File: config.mk
export PLATFORM = sky130hd
export DESIGN_NAME = pc_fetch_unit
export DESIGN_NICKNAME = d
export VERILOG_FILES = /design/src/rtl/pc_pkg.sv /design/src/rtl/pc_hist_stack.sv /design/src/rtl/pc_fetch_unit.sv
export SDC_FILE = /design/constraint.sdc
export NUM_CORES = 1
export LEC_CHECK = 0
export BUFFER_PORTS_ARGS = -buffer_cell sky130_fd_sc_hd__buf_2
export CAP_MARGIN = 20
export CORE_UTILIZATION = 56
export CTS_CLUSTER_SIZE = 25
export DETAILED_ROUTE_END_ITERATION = 10
export PLACE_DENSITY = 0.88
export SYNTH_ARGS = -nofsm -noshare
export SYNTH_HDL_FRONTEND = slang
export SYNTH_HIERARCHICAL = 1
export SYNTH_SLANG_ARGS = --single-unit
File: constraint.sdc
create_clock -name CLOCK -period 3.9 [get_ports CLOCK]
set_input_delay 0.78 -clock CLOCK [delete_from_list [all_inputs] [get_ports CLOCK]]
set_output_delay 0.78 -clock CLOCK [all_outputs]
set_load 0.005 [all_outputs]
File: src/rtl/pc_pkg.sv
// pc_pkg: shared constants and helpers for the IF-stage program counter.
//   CH_JR / CH_BRANCH    redirect channel indices (lower index = higher priority)
//   DEFAULT_RESET_VECTOR default PC after reset
//   clog2w()             bit width needed to index/count n things (never below 1)
package pc_pkg;

   localparam int unsigned CH_JR     = 0;
   localparam int unsigned CH_BRANCH = 1;

   localparam logic [31:0] DEFAULT_RESET_VECTOR = 32'h0000_0000;

   // Width of a field holding values 0..n-1; clamps to 1 so depth-1 stacks still get a bit.
   function automatic int unsigned clog2w(input int unsigned n);
      return (n <= 2) ? 1 : $clog2(n);
   endfunction

endpackage

File: src/rtl/pc_hist_stack.sv
// pc_hist_stack: circular LIFO of fall-through addresses for redirect undo.
//   CLOCK      rising-edge clock
//   RESET      synchronous active-high reset; empties the stack
//   push       write push_data as the newest entry (overwrites oldest when full)
//   push_data  address to checkpoint
//   pop        discard the newest entry (caller guarantees count > 0)
//   top_data   newest entry, combinational
//   count      number of valid entries, saturates at HIST_DEPTH
module pc_hist_stack
   import pc_pkg::*;
#(
   parameter int unsigned ADDR_W     = 32,
   parameter int unsigned HIST_DEPTH = 4
) (
   input  logic                                 CLOCK,
   input  logic                                 RESET,
   input  logic                                 push,
   input  logic [ADDR_W-1:0]                    push_data,
   input  logic                                 pop,
   output logic [ADDR_W-1:0]                    top_data,
   output logic [clog2w(HIST_DEPTH+1)-1:0]      count
);

   localparam int unsigned PtrW = clog2w(HIST_DEPTH);
   localparam int unsigned CntW = clog2w(HIST_DEPTH + 1);
   localparam logic [PtrW-1:0] LastPtr = PtrW'(HIST_DEPTH - 1);
   localparam logic [CntW-1:0] FullCnt = CntW'(HIST_DEPTH);

   logic [ADDR_W-1:0] mem_q [HIST_DEPTH];
   logic [PtrW-1:0]   wr_ptr_q, wr_ptr_d;
   logic [PtrW-1:0]   rd_ptr;
   logic [CntW-1:0]   count_q, count_d;

   // Explicit wrap so non-power-of-two depths stay in range.
   function automatic logic [PtrW-1:0] ptr_inc(input logic [PtrW-1:0] p);
      return (p == LastPtr) ? '0 : p + PtrW'(1);
   endfunction

   function automatic logic [PtrW-1:0] ptr_dec(input logic [PtrW-1:0] p);
      return (p == '0) ? LastPtr : p - PtrW'(1);
   endfunction

   // wr_ptr names the next free slot; the newest entry sits just below it.
   assign rd_ptr   = ptr_dec(wr_ptr_q);
   assign top_data = mem_q[rd_ptr];
   assign count    = count_q;

   always_comb begin
      wr_ptr_d = wr_ptr_q;
      count_d  = count_q;
      if (push) begin
         wr_ptr_d = ptr_inc(wr_ptr_q);
         if (count_q != FullCnt) begin
            count_d = count_q + CntW'(1);
         end
      end else if (pop) begin
         wr_ptr_d = ptr_dec(wr_ptr_q);
         count_d  = count_q - CntW'(1);
      end
   end

   always_ff @(posedge CLOCK) begin
      if (RESET) begin
         wr_ptr_q <= '0;
         count_q  <= '0;
      end else begin
         wr_ptr_q <= wr_ptr_d;
         count_q  <= count_d;
      end
   end

   // Entry storage needs no reset: count gates which slots are meaningful.
   always_ff @(posedge CLOCK) begin
      if (!RESET && push) begin
         mem_q[wr_ptr_q] <= push_data;
      end
   end

endmodule

File: src/rtl/pc_fetch_unit.sv
// pc_fetch_unit: IF-stage program counter with prioritised redirects, stall and
// multi-level checkpoint restore.
//   CLOCK           rising-edge clock
//   RESET           synchronous active-high reset (overrides everything)
//   PC_WRITE        0 = stall: hold state, ignore redirect/restore
//   REDIRECT_VALID  per-channel redirect request, index 0 highest priority
//   REDIRECT_ADDR   channel i target at [i*ADDR_W +: ADDR_W]
//   RESTORE         pop newest checkpoint and resume fetch from it
//   FETCH_ADDRESS   registered PC to instruction RAM
//   PC_PLUS_STEP    FETCH_ADDRESS + STEP (wrapping), to IF_ID
//   FLUSH           one-cycle pulse: FETCH_ADDRESS came from redirect/restore
//   RESTORE_ERR     one-cycle pulse: RESTORE with empty stack
//   HIST_COUNT      valid checkpoint entries
module pc_fetch_unit
   import pc_pkg::*;
#(
   parameter int unsigned       ADDR_W       = 32,
   parameter int unsigned       STEP         = 1,
   parameter logic [ADDR_W-1:0] RESET_VECTOR = ADDR_W'(DEFAULT_RESET_VECTOR),
   parameter int unsigned       NUM_REDIRECT = 2,
   parameter int unsigned       HIST_DEPTH   = 4
) (
   input  logic                               CLOCK,
   input  logic                               RESET,
   input  logic                               PC_WRITE,
   input  logic [NUM_REDIRECT-1:0]            REDIRECT_VALID,
   input  logic [NUM_REDIRECT*ADDR_W-1:0]     REDIRECT_ADDR,
   input  logic                               RESTORE,
   output logic [ADDR_W-1:0]                  FETCH_ADDRESS,
   output logic [ADDR_W-1:0]                  PC_PLUS_STEP,
   output logic                               FLUSH,
   output logic                               RESTORE_ERR,
   output logic [clog2w(HIST_DEPTH+1)-1:0]    HIST_COUNT
);

   localparam int unsigned CntW = clog2w(HIST_DEPTH + 1);

   logic [ADDR_W-1:0] pc_q, pc_d;
   logic [ADDR_W-1:0] pc_plus;
   logic              flush_q, flush_d;
   logic              err_q, err_d;
   logic [ADDR_W-1:0] redir_addr;
   logic              redir_any;
   logic              push, pop;
   logic [ADDR_W-1:0] top_data;
   logic [CntW-1:0]   hist_count;

   assign pc_plus = pc_q + ADDR_W'(STEP);

   // Walk from highest index down so the lowest set channel is assigned last and wins.
   always_comb begin
      redir_addr = '0;
      for (int i = NUM_REDIRECT - 1; i >= 0; i--) begin
         if (REDIRECT_VALID[i]) begin
            redir_addr = REDIRECT_ADDR[i*ADDR_W +: ADDR_W];
         end
      end
   end

   assign redir_any = |REDIRECT_VALID;

   always_comb begin
      pc_d    = pc_q;
      flush_d = 1'b0;
      err_d   = 1'b0;
      push    = 1'b0;
      pop     = 1'b0;
      if (PC_WRITE) begin
         if (RESTORE && (hist_count != '0)) begin
            pc_d    = top_data;
            pop     = 1'b1;
            flush_d = 1'b1;
         end else begin
            // An empty-stack restore only flags an error; fetch carries on normally.
            err_d = RESTORE;
            if (redir_any) begin
               pc_d    = redir_addr;
               push    = 1'b1;
               flush_d = 1'b1;
            end else begin
               pc_d = pc_plus;
            end
         end
      end
   end

   always_ff @(posedge CLOCK) begin
      if (RESET) begin
         pc_q    <= RESET_VECTOR;
         flush_q <= 1'b0;
         err_q   <= 1'b0;
      end else begin
         pc_q    <= pc_d;
         flush_q <= flush_d;
         err_q   <= err_d;
      end
   end

   pc_hist_stack #(
      .ADDR_W     (ADDR_W),
      .HIST_DEPTH (HIST_DEPTH)
   ) u_hist (
      .CLOCK     (CLOCK),
      .RESET     (RESET),
      .push      (push),
      .push_data (pc_plus),
      .pop       (pop),
      .top_data  (top_data),
      .count     (hist_count)
   );

   assign FETCH_ADDRESS = pc_q;
   assign PC_PLUS_STEP  = pc_plus;
   assign FLUSH         = flush_q;
   assign RESTORE_ERR   = err_q;
   assign HIST_COUNT    = hist_count;

endmodule

==> reports/metrics.cfg, run 1 <==
[floorplan]
die_y_um = 121
dieWidth_um = 121
start_util = 0.576
dieArea_mm2 = 0.0148
ios = 139
rows = 43
coreArea_mm2 = 0.0139

[synth]
syn_nets = 703
syn-cell-area_mm2 = 0.00799
ys_types = 67
synthFlopType = edfxtp_1
synth_enable_flop_cells = 128
ys_seq_area_frac = 0.578
synth_top_cell_by_area = edfxtp_1
yosysWarnings = 6
netlist_top_cells_area = edfxtp_1 (48%), dfxtp_1 (9.8%), mux2i_1 (5.4%)
synth_top_area_share = 0.481
synth-seq-cells = 167
async_flop_share = 0
syn_area_per_cell_um2 = 12.7
synth_cells = 627

[clocking]
cts_root_buffer = clkbuf_16
clock_latency_ns = 0.44
clk_transition_reported_paths_ns = 0.06
htreeDepth = 4
post_cts_buffers = 0
cts_resized = 0
cts.sinks = 167
ctsLongestPathBuffers = 2
tritoncts = yes
numCtsBuffers = 17
postCtsHoldBufs = 0

[cells_and_area]
fin_nets = 833
diodes = 0
area_growth_pct = 17.8
final_cells = 950
design_area_mm2 = 0.00942
mostFrequentLayoutCells = buf_2 (138), edfxtp_1 (128), mux2i_1 (43)
num-fill-cells = 954
final_common_cell = buf_2
layout-drive-gt1-share = 0.290

[setup_path]
max_stage_delay_ns = 0.60
cp-start-kind = flip-flop
critPathMaxFanout = 10
critPathCaptureType = primary output
crit_slowest_cell = and4_1
cp_cell_sequence = and4_1 > nand3_2 > nor4_1 > xor2_1 > buf_2
cp_data_required_time_ns = 3.12
cp.arrival_ns = 2.83
critPathKind = reg -> out

[sta]
rsz0062_at_grt = no
finalHoldViolCount = 0
finalCriticalPeriod_ns = 3.61
fin_setup_tns_ns = 0
finalCritPeriodShare = 0.926
worst_slew_pin_slew_ns = 1.02
final-setup-viol-count = 0
skew_ns = 0.0107
drv_slew = 0
clock.fmax_mhz = 277
setup_ws_ns = 0.287
slew_headroom = 0.318

[grt]
grt_antenna_before_repair = 0
grt_use_total = 0.321
grt_pass1_vias = 6165
grt_max_degree = 42
grt_pass1_wl_um = 34300
grt.overflow.total = 0

[drt]
drt-pass1-iter-count = 6
via_per_inst = 6.63
wl_met1_um = 8110
drt-total-wl_um = 22300
drtAntennaViolNets = 0
drc = 0
vias = 6300
wl_met2_um = 10800
drtIter0Drc = 697
wl_per_cell_um = 23.5
dr.max_layer_used = met4
wl_met3_um = 2560

[power_and_ir_drop]
power.leakage_nw = 3.59
power.total_w = 0.00485
p_per_area_mw_per_mm2 = 515
ir_worst_vdd_v = 0.000460

[run]
maxCapViolations = 0

[placement]
dp_slack_ns = 0.588
hpwl_um = 14800
dpl_cell_area_mm2 = 0.00881
place_inst = 918
port_buffers = 138
routabilityCongestion = 0.944

[hold_path]
hold_class = reg -> reg

[status]
status = complete, no violations

## metal layers
layer | vias up | global-route usage
met3 | 82 | 0.0949
met5 | - | 0
met1 | 3008 | 0.408
met4 | 0 | 0.137
li1 | 2720 | -
met2 | 490 | 0.511
## final timing paths
check | start | to | slack, ns | depth (start not counted)
worst max register to register | u_hist/count[1] | u_hist/mem_q[3][23] | 1.03 | 7
worst min-delay path | FETCH_ADDRESS[0] | FETCH_ADDRESS[0] | 0.57 | 2
worst max-delay path | FETCH_ADDRESS[5] | PC_PLUS_STEP[19] | 0.29 | 5
worst min register to register | FETCH_ADDRESS[0] | FETCH_ADDRESS[0] | 0.57 | 2
## worst max-delay path: cells and delay by family, from the launching register on
| kind | cells | cell delay (ns) |
|---|---|---|
| AND/OR/NAND/NOR | 3 | 1.28 |
| XOR/XNOR | 1 | 0.46 |
| flip-flops | 1 | 0.44 |
| buffers and inverters | 1 | 0.20 |
## cells by family (layout without fill, tap and decap cells)
| kind of cell | after synthesis | after routing | share of synthesized area |
|---|---|---|---|
| AND/OR/NAND/NOR | 178 | 178 | 0.126 |
| flip-flops | 167 | 167 | 0.578 |
| AO/OA/AOI/OAI | 132 | 132 | 0.116 |
| multiplexers | 62 | 62 | 0.108 |
| buffers and inverters | 61 | 204 | 0.0383 |
| XOR/XNOR | 21 | 21 | 0.0230 |
| adder cells (fa/ha/maj) | 6 | 6 | 0.0103 |
## stage by stage
stage / utilization / hold slack [ns]
CTS: 0.678 / 0.564
floorplan: - / 0.512
global placement: 0.635 / 0.516
global route: 0.678 / 0.593
detailed placement: 0.635 / 0.541
finish: 0.678 / 0.573
## flip-flops by register name, summed over array words and instances, names as in the netlist
register	flops
FETCH_ADDRESS	32
FLUSH	1
RESTORE_ERR	1
u_hist/count	3
u_hist/mem_q	128
u_hist/wr_ptr_q	2
## report_power, final
group / leakage [nW] / internal, W / switching (W)
clock: 0.294 / 0.00104 / 0.000702
sequential: 1.50 / 0.00206 / 0.000116
combinational: 1.80 / 0.000393 / 0.000541
total: 3.59 / 0.00349 / 0.00136
## layout make-up
| cell class | instances | area [um2] | area share |
|---|---|---|---|
| flip-flops and latches | 167 | 4620 | 0.491 |
| clock buffers | 20 | 457 | 0.0485 |
| clock inverters | 12 | 149 | 0.0158 |
| well taps | 180 | 225 | 0.0239 |
| repair buffers | 155 | 831 | 0.0882 |
| multi-input cells | 399 | 3070 | 0.326 |
| inverters | 17 | 63.8 | 0.00678 |
## synth_stat cells (all sizes together), types with 17 or more instances
library cell / count
edfxtp: 128
mux2i: 43
dfxtp: 39
nor2: 35
a21oi: 32
clkbuf: 31
nand2: 30
and3: 21
nor3: 20
mux4: 19
inv: 17
o22ai: 17
Note: power is estimated with default switching activity, not from simulation.
==> run 2, diff against run 1 <==
clock period = 4.1 ns   (was 3.9 ns; I/O delays follow)
==> reports/metrics.cfg, run 2 (synthesis gave the netlist of run 1 again) <==
[setup_path]
cp.arrival_ns = 2.90
cp-start-kind = flip-flop
critPathMaxFanout = 10
cp_data_required_time_ns = 3.28
critPathKind = reg -> out
critPathCaptureType = primary output

[placement]
place_inst = 919
hpwl_um = 14700
dp_slack_ns = 0.903
routabilityCongestion = 0.912
port_buffers = 138

[drt]
drt-pass1-iter-count = 5
wl_met1_um = 8530
vias = 6342
drc = 0
drt-total-wl_um = 22500
via_per_inst = 6.67
wl_met2_um = 10700
wl_met3_um = 2270
wl_per_cell_um = 23.7
dr.max_layer_used = met4
drtAntennaViolNets = 0
drtIter0Drc = 635

[power_and_ir_drop]
p_per_area_mw_per_mm2 = 493
power.leakage_nw = 3.59
power.total_w = 0.00464
ir_worst_vdd_v = 0.000405

[floorplan]
die_y_um = 121
dieWidth_um = 121
ios = 139
dieArea_mm2 = 0.0148
start_util = 0.576
rows = 43
coreArea_mm2 = 0.0139

[clocking]
cts_root_buffer = clkbuf_16
ctsLongestPathBuffers = 2
clk_transition_reported_paths_ns = 0.06
postCtsHoldBufs = 0
tritoncts = yes
numCtsBuffers = 17
htreeDepth = 4
post_cts_buffers = 0
clock_latency_ns = 0.43
cts.sinks = 167
cts_resized = 0

[sta]
drv_slew = 0
worst_slew_pin_slew_ns = 0.929
setup_ws_ns = 0.382
clock.fmax_mhz = 269
fin_setup_tns_ns = 0
skew_ns = 0.00649
finalCriticalPeriod_ns = 3.72
finalCritPeriodShare = 0.907
rsz0062_at_grt = no
slew_headroom = 0.380
final-setup-viol-count = 0
finalHoldViolCount = 0

[cells_and_area]
area_growth_pct = 17.9
layout-drive-gt1-share = 0.291
largest_reg_flops = 128
final_cells = 951
diodes = 0
fin_nets = 834
largest_register = u_hist/mem_q
mostFrequentLayoutCells = buf_2 (138), edfxtp_1 (128), mux2i_1 (43)
num-fill-cells = 971
final_common_cell = buf_2

[grt]
grt_pass1_wl_um = 33900
grt_max_degree = 42
grt_antenna_before_repair = 0
grt_use_total = 0.317
grt_pass1_vias = 6006
grt.overflow.total = 0

[run]
maxCapViolations = 0

[hold_path]
hold_class = reg -> reg

[status]
status = complete, no violations

[run 2: changes by cell type in the layout (fill, tap and decap cells not counted), moves of 2 or more]
| cell | before | now |
|---|---|---|
| clkinv_1 | 3 | 0 |
| clkbuf_1 | 1 | 4 |
| clkinvlp_4 | 1 | 3 |
| buf_4 | 16 | 18 |
[run 2: final cells by class]
cell class / instances / area [um2] / share of cell area
Inverter: 17 / 63.8 / 0.00677
Multi-Input combinational cell: 399 / 3070 / 0.325
Sequential cell: 167 / 4620 / 0.491
Timing Repair Buffer: 156 / 826 / 0.0876
Clock buffer: 22 / 454 / 0.0482
Clock inverter: 10 / 169 / 0.0179
Tap cell: 180 / 225 / 0.0239
[run 2: critical path, stage by stage (launching register included)]
cell and delay (ns):
dfxtp_1 0.48, and4_1 0.63, nand4_4 0.29, nor3_1 0.23
nand4_1 0.19, xnor2_1 0.44, buf_2 0.20
[run 2: through the flow]
stage / area, um2 / utilization / hold slack, ns
global route: 9430 / 0.679 / 0.597
global placement: 8800 / 0.634 / 0.514
floorplan: 7990 / - / 0.512
detailed placement: 8800 / 0.634 / 0.543
finish: 9430 / 0.679 / 0.573
CTS: 9430 / 0.679 / 0.571
[run 2: final timing paths]
check	from	end	slack [ns]	cells after the start
worst max register to register	u_hist/count[0]	u_hist/mem_q[0][3]	1.14	8
worst min register to register	FETCH_ADDRESS[2]	FETCH_ADDRESS[2]	0.57	2
worst max-delay path	FETCH_ADDRESS[5]	PC_PLUS_STEP[29]	0.38	6
worst min-delay path	FETCH_ADDRESS[2]	FETCH_ADDRESS[2]	0.57	2
[run 2: layer usage]
metal	up-vias	GRT usage
met5	-	0
met2	415	0.495
met3	90	0.0766
met4	0	0.177
met1	3112	0.407
li1	2725	-
[run 2: report_power, final]
part           internal (W)  switching (W)
registers           0.00196       0.000115
clock network       0.00104       0.000647
logic              0.000370       0.000512
total               0.00337        0.00127
==> run 3, diff against run 2 <==
==> constraint.sdc (replaced) <==
create_clock -name CLOCK -period 4.1 [get_ports CLOCK]
set_input_delay 0.615 -clock CLOCK [delete_from_list [all_inputs] [get_ports CLOCK]]
set_output_delay 0.615 -clock CLOCK [all_outputs]
set_load 0.005 [all_outputs]
==> reports/metrics.cfg, run 3 (synthesis gave the netlist of run 1 again) <==
[placement]
port_buffers = 138
hpwl_um = 14800
routabilityCongestion = 0.943

[cells_and_area]
fin_nets = 836
layout-drive-gt1-share = 0.295
largest_reg_flops = 128
final_common_cell = buf_2
diodes = 0
final_util = 0.683
sequential_cell_area_mm2 = 0.00462
multiInputGateArea_mm2 = 0.00307
area_growth_pct = 18.5
mostFrequentLayoutCells = buf_2 (138), edfxtp_1 (128), mux2i_1 (43)
num-fill-cells = 959
largest_register = u_hist/mem_q

[grt]
grt_use_total = 0.315
grt_pass1_wl_um = 33900
grt_pass1_vias = 6113
grt.overflow.total = 0
grt_antenna_before_repair = 0
grt_max_degree = 43

[floorplan]
dieArea_mm2 = 0.0148
die_y_um = 121
rows = 43
ios = 139
dieWidth_um = 121
coreArea_mm2 = 0.0139
start_util = 0.576

[setup_path]
critPathMaxFanout = 10
cp-start-kind = flip-flop
regToRegEndpoint = u_hist/count[2]
critPathKind = reg -> out
cp_data_required_time_ns = 3.48
r2r_slack_ns = 0.97
cp.arrival_ns = 2.84
r2r_cells = 10
critPathCaptureType = primary output
reg2reg_from = u_hist/count[1]

[sta]
fin_setup_tns_ns = 0
final-setup-viol-count = 0
drv_slew = 0
worst_slew_pin_slew_ns = 0.890
finalCriticalPeriod_ns = 3.46
rsz0062_at_grt = no
skew_ns = 0.00576
finalCritPeriodShare = 0.843
slew_headroom = 0.407
clock.fmax_mhz = 289
finalHoldViolCount = 0

[status]
status = complete, no violations

[drt]
drtAntennaViolNets = 0
drt-pass1-iter-count = 7
drtIter0Drc = 754
vias = 6276
drc = 0
drt-total-wl_um = 22200
wl_per_cell_um = 23.3
via_per_inst = 6.59

[power_and_ir_drop]
p_per_area_mw_per_mm2 = 498
power.leakage_nw = 3.63
ir_worst_vdd_v = 0.000388

[clocking]
clock_latency_ns = 0.43
numCtsBuffers = 17
post_cts_buffers = 0
cts_resized = 0
postCtsHoldBufs = 0
cts_root_buffer = clkbuf_16
clk_transition_reported_paths_ns = 0.06
ctsLongestPathBuffers = 2
tritoncts = yes
htreeDepth = 4
cts.sinks = 167

[run]
maxCapViolations = 0

[hold_path]
hold_end = RESTORE_ERR
hold_class = in -> reg
hold_path.startpoint = RESTORE
worstHoldPathCells = 3

-- run 3: how the worst max path moves through the flow --
stage	cells past startpoint	slack, ns	end	from
floorplan	7	0.55	u_hist/mem_q[3][0]	u_hist/count[1]
global placement	8	1.0	u_hist/mem_q[2][22]	PC_WRITE
detailed placement	8	0.91	u_hist/mem_q[2][15]	PC_WRITE
CTS	5	0.66	PC_PLUS_STEP[22]	FETCH_ADDRESS[5]
global route	5	0.49	PC_PLUS_STEP[22]	FETCH_ADDRESS[5]
finish	5	0.64	PC_PLUS_STEP[22]	FETCH_ADDRESS[5]
-- run 3: layout make-up --
cell class / count / share of cell area
clock buffer: 21 / 0.0486
clock inverter: 11 / 0.0205
timing repair buffer: 158 / 0.0887
tap: 180 / 0.0238
multi-input combinational: 399 / 0.324
inverter: 17 / 0.00674
sequential: 167 / 0.488
-- run 3: stage by stage --
| stage | cells | total power [W] | cell area [um2] | setup slack [ns] | hold WS (ns) |
|---|---|---|---|---|---|
| 6_report | 953 | 0.00472 | 9470 | 0.644 | 0.444 |
| 5_1_grt | 953 | 0.00486 | 9470 | 0.492 | 0.452 |
| 4_1_cts | 953 | 0.00471 | 9470 | 0.664 | 0.426 |
| 3_5_place_dp | 921 | 0.00296 | 8820 | 0.915 | 0.536 |
| 3_3_place_gp | 921 | 0.00292 | 8820 | 0.995 | 0.517 |
| 2_1_floorplan | 627 | 0.00263 | 7990 | 0.552 | 0.512 |
-- run 3: power breakdown --
group	total [W]	switching, W	leakage, nW	internal (W)
registers	0.00207	0.000110	1.50	0.00196
clock network	0.00176	0.000645	0.318	0.00112
logic	0.000886	0.000515	1.81	0.000371
total	0.00472	0.00127	3.63	0.00345
-- run 3: critical path, cell delays in order, from the launching register on --
cell	delay, ns
dfxtp_1	0.46
and4_1	0.60
nand4_4	0.29
nor4_1	0.36
xor2_1	0.48
buf_2	0.21
-- run 3: routing by layer --
metal	track usage	up-vias	wire length, um
met2	0.491	502	10500
met4	0.170	0	978
li1	-	2733	-
met3	0.0710	85	2500
met5	0	-	0
met1	0.410	2956	8210
